## config.mk

```make
export PLATFORM = sky130hd
export DESIGN_NAME = irq_exception_controller
export DESIGN_NICKNAME = d
export VERILOG_FILES = /design/src/rtl/irq_exception_controller.sv
export SDC_FILE = /design/constraint.sdc
export NUM_CORES = 1
export LEC_CHECK = 0
export ABC_AREA = 0
export BUFFER_PORTS_ARGS = -buffer_cell sky130_fd_sc_hd__buf_2
export CAP_MARGIN = 20
export CORE_ASPECT_RATIO = 0.5
export CORE_MARGIN = 5
export CORE_UTILIZATION = 40
export CTS_CLUSTER_DIAMETER = 60
export CTS_CLUSTER_SIZE = 40
export DETAILED_ROUTE_END_ITERATION = 8
export PLACE_DENSITY = 0.66
export SLEW_MARGIN = 30
export SYNTH_ARGS = -nofsm -noshare
export SYNTH_HDL_FRONTEND = slang
export SYNTH_SLANG_ARGS = --single-unit
export TNS_END_PERCENT = 1
```

## constraint.sdc

```tcl
create_clock -name clk -period 3.4 [get_ports clk]
set_input_delay 0.17 -clock clk [delete_from_list [all_inputs] [get_ports clk]]
set_output_delay 0.17 -clock clk [all_outputs]
set_load 0.03 [all_outputs]
```

## src/rtl/irq_exception_controller.sv

```systemverilog
// Prioritised interrupt controller: picks the highest-priority eligible IRQ, presents its vector,
// and tracks acceptance, service and ack timeout.
module irq_exception_controller #(
  parameter logic [7:0] VECTOR_BASE = 8'd64,
  parameter int         ACK_TIMEOUT = 255
) (
  input  logic        clk,
  input  logic        rst,
  input  logic [15:0] IRQ_req,
  input  logic [63:0] IPR_data,
  input  logic [3:0]  cpu_mask,
  input  logic        cpu_ack,
  input  logic        exception_done,
  output logic        int_req,
  output logic [7:0]  int_vector,
  output logic [3:0]  int_level,
  output logic [15:0] irq_clr,
  output logic        interrupt_exception_handling,
  output logic        timeout_err
);

  typedef enum logic [1:0] {S_IDLE, S_REQ, S_SERVICE} state_t;

  localparam logic [7:0] LP_CNT_LAST = 8'(ACK_TIMEOUT - 1);

  state_t      r_state, w_state_nxt;
  logic [3:0]  r_idx, w_idx_nxt;
  logic [7:0]  r_cnt, w_cnt_nxt;
  logic        r_int_req, w_int_req_nxt;
  logic [7:0]  r_vec, w_vec_nxt;
  logic [3:0]  r_lvl, w_lvl_nxt;
  logic [15:0] r_clr, w_clr_nxt;
  logic        r_ieh, w_ieh_nxt;
  logic        r_terr, w_terr_nxt;

  logic        w_any;
  logic [3:0]  w_win_idx;
  logic [3:0]  w_win_prio;

  // Strictly-greater compare while scanning upward keeps the lowest index on ties.
  always_comb begin
    w_any      = 1'b0;
    w_win_idx  = '0;
    w_win_prio = '0;
    for (int n = 0; n < 16; n++) begin
      if (IRQ_req[n] && (IPR_data[4*n +: 4] > cpu_mask) &&
          (IPR_data[4*n +: 4] > w_win_prio)) begin
        w_any      = 1'b1;
        w_win_idx  = 4'(n);
        w_win_prio = IPR_data[4*n +: 4];
      end
    end
  end

  always_comb begin
    w_state_nxt   = r_state;
    w_idx_nxt     = r_idx;
    w_cnt_nxt     = r_cnt;
    w_int_req_nxt = r_int_req;
    w_vec_nxt     = r_vec;
    w_lvl_nxt     = r_lvl;
    w_clr_nxt     = '0;
    w_ieh_nxt     = r_ieh;
    w_terr_nxt    = r_terr;
    case (r_state)
      S_IDLE: begin
        if (w_any) begin
          w_state_nxt   = S_REQ;
          w_idx_nxt     = w_win_idx;
          w_cnt_nxt     = '0;
          w_int_req_nxt = 1'b1;
          w_vec_nxt     = VECTOR_BASE + {4'd0, w_win_idx};
          w_lvl_nxt     = w_win_prio;
        end
      end
      S_REQ: begin
        // Ack beats both timeout and withdrawal in the same cycle.
        if (cpu_ack) begin
          w_state_nxt       = S_SERVICE;
          w_int_req_nxt     = 1'b0;
          w_clr_nxt[r_idx]  = 1'b1;
          w_ieh_nxt         = 1'b1;
        end else if (r_cnt == LP_CNT_LAST) begin
          w_state_nxt   = S_IDLE;
          w_int_req_nxt = 1'b0;
          w_terr_nxt    = 1'b1;
        end else if (!IRQ_req[r_idx]) begin
          w_state_nxt   = S_IDLE;
          w_int_req_nxt = 1'b0;
        end else begin
          w_cnt_nxt = r_cnt + 8'd1;
        end
      end
      S_SERVICE: begin
        if (exception_done) begin
          w_state_nxt = S_IDLE;
          w_ieh_nxt   = 1'b0;
        end
      end
      default: w_state_nxt = S_IDLE;
    endcase
  end

  always_ff @(posedge clk or posedge rst) begin
    if (rst) begin
      r_state   <= S_IDLE;
      r_idx     <= '0;
      r_cnt     <= '0;
      r_int_req <= 1'b0;
      r_vec     <= '0;
      r_lvl     <= '0;
      r_clr     <= '0;
      r_ieh     <= 1'b0;
      r_terr    <= 1'b0;
    end else begin
      r_state   <= w_state_nxt;
      r_idx     <= w_idx_nxt;
      r_cnt     <= w_cnt_nxt;
      r_int_req <= w_int_req_nxt;
      r_vec     <= w_vec_nxt;
      r_lvl     <= w_lvl_nxt;
      r_clr     <= w_clr_nxt;
      r_ieh     <= w_ieh_nxt;
      r_terr    <= w_terr_nxt;
    end
  end

  assign int_req                      = r_int_req;
  assign int_vector                   = r_vec;
  assign int_level                    = r_lvl;
  assign irq_clr                      = r_clr;
  assign interrupt_exception_handling = r_ieh;
  assign timeout_err                  = r_terr;

endmodule

```

* Word level (Yosys, flattened, before mapping)
Index checks and enable logic that the tools add are counted.
** Operators by class
- Multiplexer cells :: 72
- Bitwise gates (word level) :: 1
- $add $sub $neg :: 2
- Reductions and logical operators :: 42
- Order comparisons :: 34
- Equal/unequal tests :: 10
** Operators with widths (number)
- 4-bit greater-than comparator :: 31
- 4-bit 2-to-1 mux :: 30
- 1-bit logical AND :: 33
- 16-bit 2-to-1 mux :: 2
- 8-bit 2-to-1 mux :: 4
- 1-bit 2-to-1 mux :: 25
- 8-bit one-hot mux with 2 select lines :: 1
- 2-bit inequality test (second input constant) :: 6
- 3-bit AND reduction :: 4
- 2-bit 2-to-1 mux :: 5
- 7-bit by 4-bit adder with 8-bit output (first input constant) :: 1
- 8-bit by 1-bit adder with 8-bit output (second input constant) :: 1
- 8-bit equality test (second input constant) :: 1
- 2-bit one-hot mux with 3 select lines :: 1
- 4-bit by 5-bit < comparator with 1-bit output (second input constant) :: 1
- 5-bit AND reduction :: 1
- 1-bit binary-select mux with 4-bit select :: 1
- 1-bit demux with 4-bit select :: 1
- 4-bit by 1-bit greater-or-equal comparator with 1-bit output (second input constant) :: 1
- 4-bit by 1-bit greater-than comparator with 1-bit output (second input constant) :: 1
- 4-bit inequality test (second input constant) :: 1
- 1-bit one-hot mux with 2 select lines :: 2
- 2-bit nonzero test :: 2
- 2-bit by 1-bit equality test with 1-bit output (second input constant) :: 1
- 4 further kinds :: 4
** Word-level totals
- Bits in registers :: 45
- Logic and storage cells :: 170
- Output and inout port bits :: 31

* Logic depth before layout (Yosys ltp)
- Depth in word-level cells :: 51
- Gate-level depth with buffers :: 143
- Mapped depth without buffers :: 139

* Worst setup path before layout
No wires, ideal clock.
- Path kind :: input -> register
- From :: input port cpu_mask[1]
- To :: register r_lvl[1], in the netlist int_level[1]
- Required time :: 3.275 ns
- Path slack :: -21.043 ns
- Data arrival time :: 24.318 ns
- Stages on the path :: 136
- Cell sequence :: inv_1 ha_1 nor2b_1 o211ai_1 a21oi_1 and2_1 ha_1 nand4_1 nand3_1 a21oi_2 and3_1 a31oi_1 ha_1 nor2b_1 o21ai_0 nor2_1 o21ai_0 o22ai_1 (+100 left out) nor2b_1 o21ai_0 nand2b_1 a21oi_1 nor2_1 nand4_1 inv_1 o21a_1 ha_1 nand3_1 nor2_1 nor2_1 a21oi_1 o21ai_0 nand2_1 a2111oi_4 a211oi_4 mux2_2
** Between the ends
- Longest elaborated chain between the ends :: 50
** RTL lines
- from (decl) :: line 11 : input logic [3:0] cpu_mask,
- 4-bit greater-than comparator :: line 46 : if (IRQ_req[n] && (IPR_data[4*n +: 4] > cpu_mask) &&
- 1-bit logical AND (2 in series) :: line 46
- 4-bit 2-to-1 mux :: line 46
- 4-bit greater-than comparator :: line 47 : (IPR_data[4*n +: 4] > w_win_prio)) begin
- 1-bit logical AND :: line 46
- 4-bit 2-to-1 mux :: line 46
- 4-bit greater-than comparator :: line 47
- 1-bit logical AND :: line 46
- (+33 left out)
- 4-bit 2-to-1 mux :: line 46
- 4-bit greater-than comparator :: line 47
- 1-bit logical AND :: line 46
- 4-bit 2-to-1 mux :: line 46
- 4-bit greater-than comparator :: line 47
- 1-bit logical AND :: line 46
- 1-bit 2-to-1 mux :: line 46
- 2-bit AND reduction (no source line)
- to (signal assigned) :: line 121 : r_lvl <= w_lvl_nxt;
- to (decl) :: line 31 : logic [3:0] r_lvl, w_lvl_nxt;
Several ways; a longest one is shown, not always the timed one.
A chain may end at the register's enable or synchronous reset.

* Final worst setup path
- From :: input port cpu_mask[1]
- To :: register r_idx[1]
** Between the ends
- Longest elaborated chain between the ends :: 50
** RTL lines
- 4-bit greater-than comparator :: line 46
- 1-bit logical AND (2 in series) :: line 46
- 4-bit 2-to-1 mux :: line 46
- 4-bit greater-than comparator :: line 47
- 1-bit logical AND :: line 46
- 4-bit 2-to-1 mux :: line 46
- 4-bit greater-than comparator :: line 47
- 1-bit logical AND :: line 46
- (+33 left out)
- 4-bit 2-to-1 mux :: line 46
- 4-bit greater-than comparator :: line 47
- 1-bit logical AND :: line 46
- 4-bit 2-to-1 mux :: line 46
- 4-bit greater-than comparator :: line 47
- 1-bit logical AND :: line 46
- 1-bit 2-to-1 mux :: line 46
- 2-bit AND reduction (no source line)
- to (signal assigned) :: line 117 : r_idx <= w_idx_nxt;
- to (decl) :: line 27 : logic [3:0] r_idx, w_idx_nxt;
Several ways; a longest one is shown, not always the timed one.

==> flow_metrics.env <==
export IMPL_clkPwrFrac_pct=9.5
export IMPL_final_common_cell="buf_4"
export IMPL_rows=32
export IMPL_ys_flop_type="dfrtp_1"
export IMPL_critPathBufInv=19
export IMPL_p_leak_nw=5.10
export IMPL_core_area_sq_mm=0.0155
export IMPL_io_pins=119
export IMPL_placed_area_sq_mm=0.00891
export IMPL_gr_total_overflow=0
export IMPL_worstSkewPairLatency_ns=0.28
export IMPL_yosysWarnings=0
export IMPL_final_period_utilization_pct=694
export IMPL_end_kind="register"
export IMPL_vdd_drop_max_mv=0.322
export IMPL_synth_area_per_cell_sq_um=8.08
export IMPL_ys_seq_elements=38
export IMPL_synth_enable_flop_cells=0
export IMPL_rr_endpoint="r_cnt[6]"
export IMPL_post_route_util_pct=64.9
export IMPL_tightest_slew_ns=0.733
export IMPL_cp_common_cell="ha_1"
export IMPL_wl_per_cell_um=16.2
export IMPL_die_area_sq_mm=0.0187
export IMPL_final_area_sq_mm=0.0101
export IMPL_total_power_mw=6.33
export IMPL_status="complete, but fails checks"
export IMPL_skew_ns=0.00336
export IMPL_fin_nets=1383
export IMPL_path_max_fanout=6
export IMPL_finalSetupViolations=19
export IMPL_clock_fmax_ghz=0.0424
export IMPL_worst_setup_path_start_kind="input pin"
export IMPL_cts_sinks=38
export IMPL_cp_top_family="compound AO/OA/AOI/OAI gates"
export IMPL_cts_root_buf="clkbuf_16"
export IMPL_crit_cells=138
export IMPL_path_class="in -> reg"
export IMPL_holdCritPathClass="in -> async"
export IMPL_r2r_cells=8
export IMPL_power_density_mw_per_mm2=629
export IMPL_final_cell_mix="buf_4, buf_2, ha_1"
export IMPL_port_buffers=115
export IMPL_htree_levels=2
export IMPL_grt_setup_unrepaired="true"
export IMPL_hold_ws_ns=-0.0118
export IMPL_nFillCells=1283
export IMPL_drv_cap=0
export IMPL_place_gp_congestion=0.951
export IMPL_antenna_left=0
export IMPL_dpl_hpwl_um=17500
export IMPL_initial_core_util_pct=41.0
export IMPL_relSlewSlack_pct=51.2
export IMPL_dieWidth_um=188
export IMPL_grt_pass1_vias=7661
export IMPL_final_layout_size_suffix_gt1_share_pct=47.2
export IMPL_cts_tree="built"
export IMPL_synthDistinctLibCells=87
export IMPL_track_usage_pct=23.3
export IMPL_firstDrtPassIters=4
export IMPL_area_growth_pct=58.3
export IMPL_drt_wl_total_um=22500
export IMPL_violations="negative hold slack, negative setup slack"
export IMPL_arrival_ns=23.75
export IMPL_regToRegSetupSlack_ns=0.52
export IMPL_async_flop_share_pct=100
export IMPL_clockBufferDepth=2
export IMPL_p_int_mw=3.56
export IMPL_slowest_delay_ns=0.38
export IMPL_vias=7496
export IMPL_worstSetupEndpoint="r_idx[1]"
export IMPL_slowest_stage="a211o_1"
export IMPL_die_y_um=99.1
export IMPL_drc_errors=0
export IMPL_pwr_share_comb_pct=79.0
export IMPL_cp_required_ns=3.56
export IMPL_final_hold_violation_count=31
export IMPL_grt_pass1_wl_um=36600
export IMPL_r2r_start="r_idx[0]"
export IMPL_synth_area_sq_mm=0.00635
export IMPL_worst_slack_ns=-20.19
export IMPL_switching_power_mw=2.77
export IMPL_grt_max_degree=39
export IMPL_seqPwrFrac_pct=11.5
export IMPL_dr_first_iter_drc_count=390
export IMPL_yosysSeqAreaShare_pct=15.0
export IMPL_startpoint="cpu_mask[1]"
export IMPL_finalCriticalPeriod_ns=23.59
export IMPL_antenna_found_initial=2
export IMPL_viasPerCell=5.40
export IMPL_p_sw_share_pct=43.7
export IMPL_final_max_slew_viol_count=0
export IMPL_numCtsBuffers=5
export IMPL_cts_clk_slew_worst_paths_ns=0.06
export IMPL_syn_inst=786
## registers in the layout (all words and copies together), names as in the netlist
register	flops
r_state	2
int_vector	2
int_req	1
r_cnt	8
irq_clr	16
r_idx	3
timeout_err	1
interrupt_exception_handling	1
int_level	4
## layout make-up
class | count | area [sq um] | share of cell area, %
multi-input cells | 651 | 5590 | 55.5
diodes | 2 | 5.00 | 0.0498
flip-flops and latches | 38 | 951 | 9.45
repair buffers | 404 | 2760 | 27.4
clock inverters | 3 | 68.8 | 0.684
clock buffers | 5 | 125 | 1.24
well taps | 204 | 255 | 2.54
inverters | 81 | 312 | 3.10
## power by group through the flow
stage / Sequential (mW) / Clock, mW / Combinational [mW]
3_3_place_gp: 0.711 / 0 / 4.01
2_1_floorplan: 0.767 / 0 / 2.41
4_1_cts: 0.723 / 0.611 / 4.72
5_1_grt: 0.740 / 0.625 / 5.45
3_5_place_dp: 0.720 / 0 / 4.12
6_report: 0.727 / 0.601 / 5.00
## kinds of logic after synthesis
kind of cell | share of synthesized area (%)
AND/OR/NAND/NOR | 20.0
AO/OA/AOI/OAI | 26.2
adder cells (fa/ha/maj) | 22.6
buffers and inverters | 6.28
multiplexers | 8.80
flip-flops | 15.0
XOR/XNOR | 1.10
other | 0.0590
## routing by layer
metal	vias up	part of all wire [%]	wire (um)	GRT usage (%)
li1	3725	-	-	-
met1	3556	46	10400	30.7
met2	177	48	10800	41.5
met3	38	4.2	946	2.21
met4	0	1.8	396	5.52
met5	-	0	0	0
## worst reg2reg max path: stages (launching register included)
cell,delay [ns]
dfrtp_1,0.81
mux4_2,0.66
mux4_2,0.52
and3_1,0.26
nand2_1,0.14
inv_1,0.06
nand3_1,0.09
xor2_1,0.18
nor2_1,0.06
## repair_timing
item                                    4_1_cts  5_1_grt
endpoints found under the setup margin       19       19
resized for setup                            65       33
cloned                                        1        0
buffers inserted                             52       13
pin swaps                                    44       49
hold buffers                                  0        0
## cells in the mapped netlist (all sizes together), types with 18 or more instances
cell,instances,area share [%]
mux2,21,3.7
nand2,63,3.7
ha,114,22
o21ai,37,3.0
a21oi,48,3.8
inv,81,4.8
nand3,29,2.3
nor2b,23,2.3
dfrtp,38,15
mux2i,21,3.3
nand4,18,1.8
nor2,57,3.4
## worst min path at each step
stage                              start  cells after the start                            to
after detailed placement             rst                      3  interrupt_exception_handling
after global placement               rst                      3  interrupt_exception_handling
after global routing                 rst                      3                   irq_clr[12]
final                                rst                      3  interrupt_exception_handling
after floorplan           exception_done                      1                    r_state[1]
after CTS                            rst                      3                   irq_clr[12]
## metrics by stage
stage               hold slack, ns  setup TNS, ns  setup slack [ns]  instances
global placement             0.297        -384.07            -20.27       1312
floorplan                    0.256        -377.60            -19.95        788
detailed placement           0.301        -404.93            -21.37       1312
CTS                        0.00320        -372.98            -19.74       1373
finish                     -0.0118        -382.13            -20.19       1388
global route                0.0460        -407.52            -21.53       1388
Note: power is estimated with default switching activity, not from simulation.
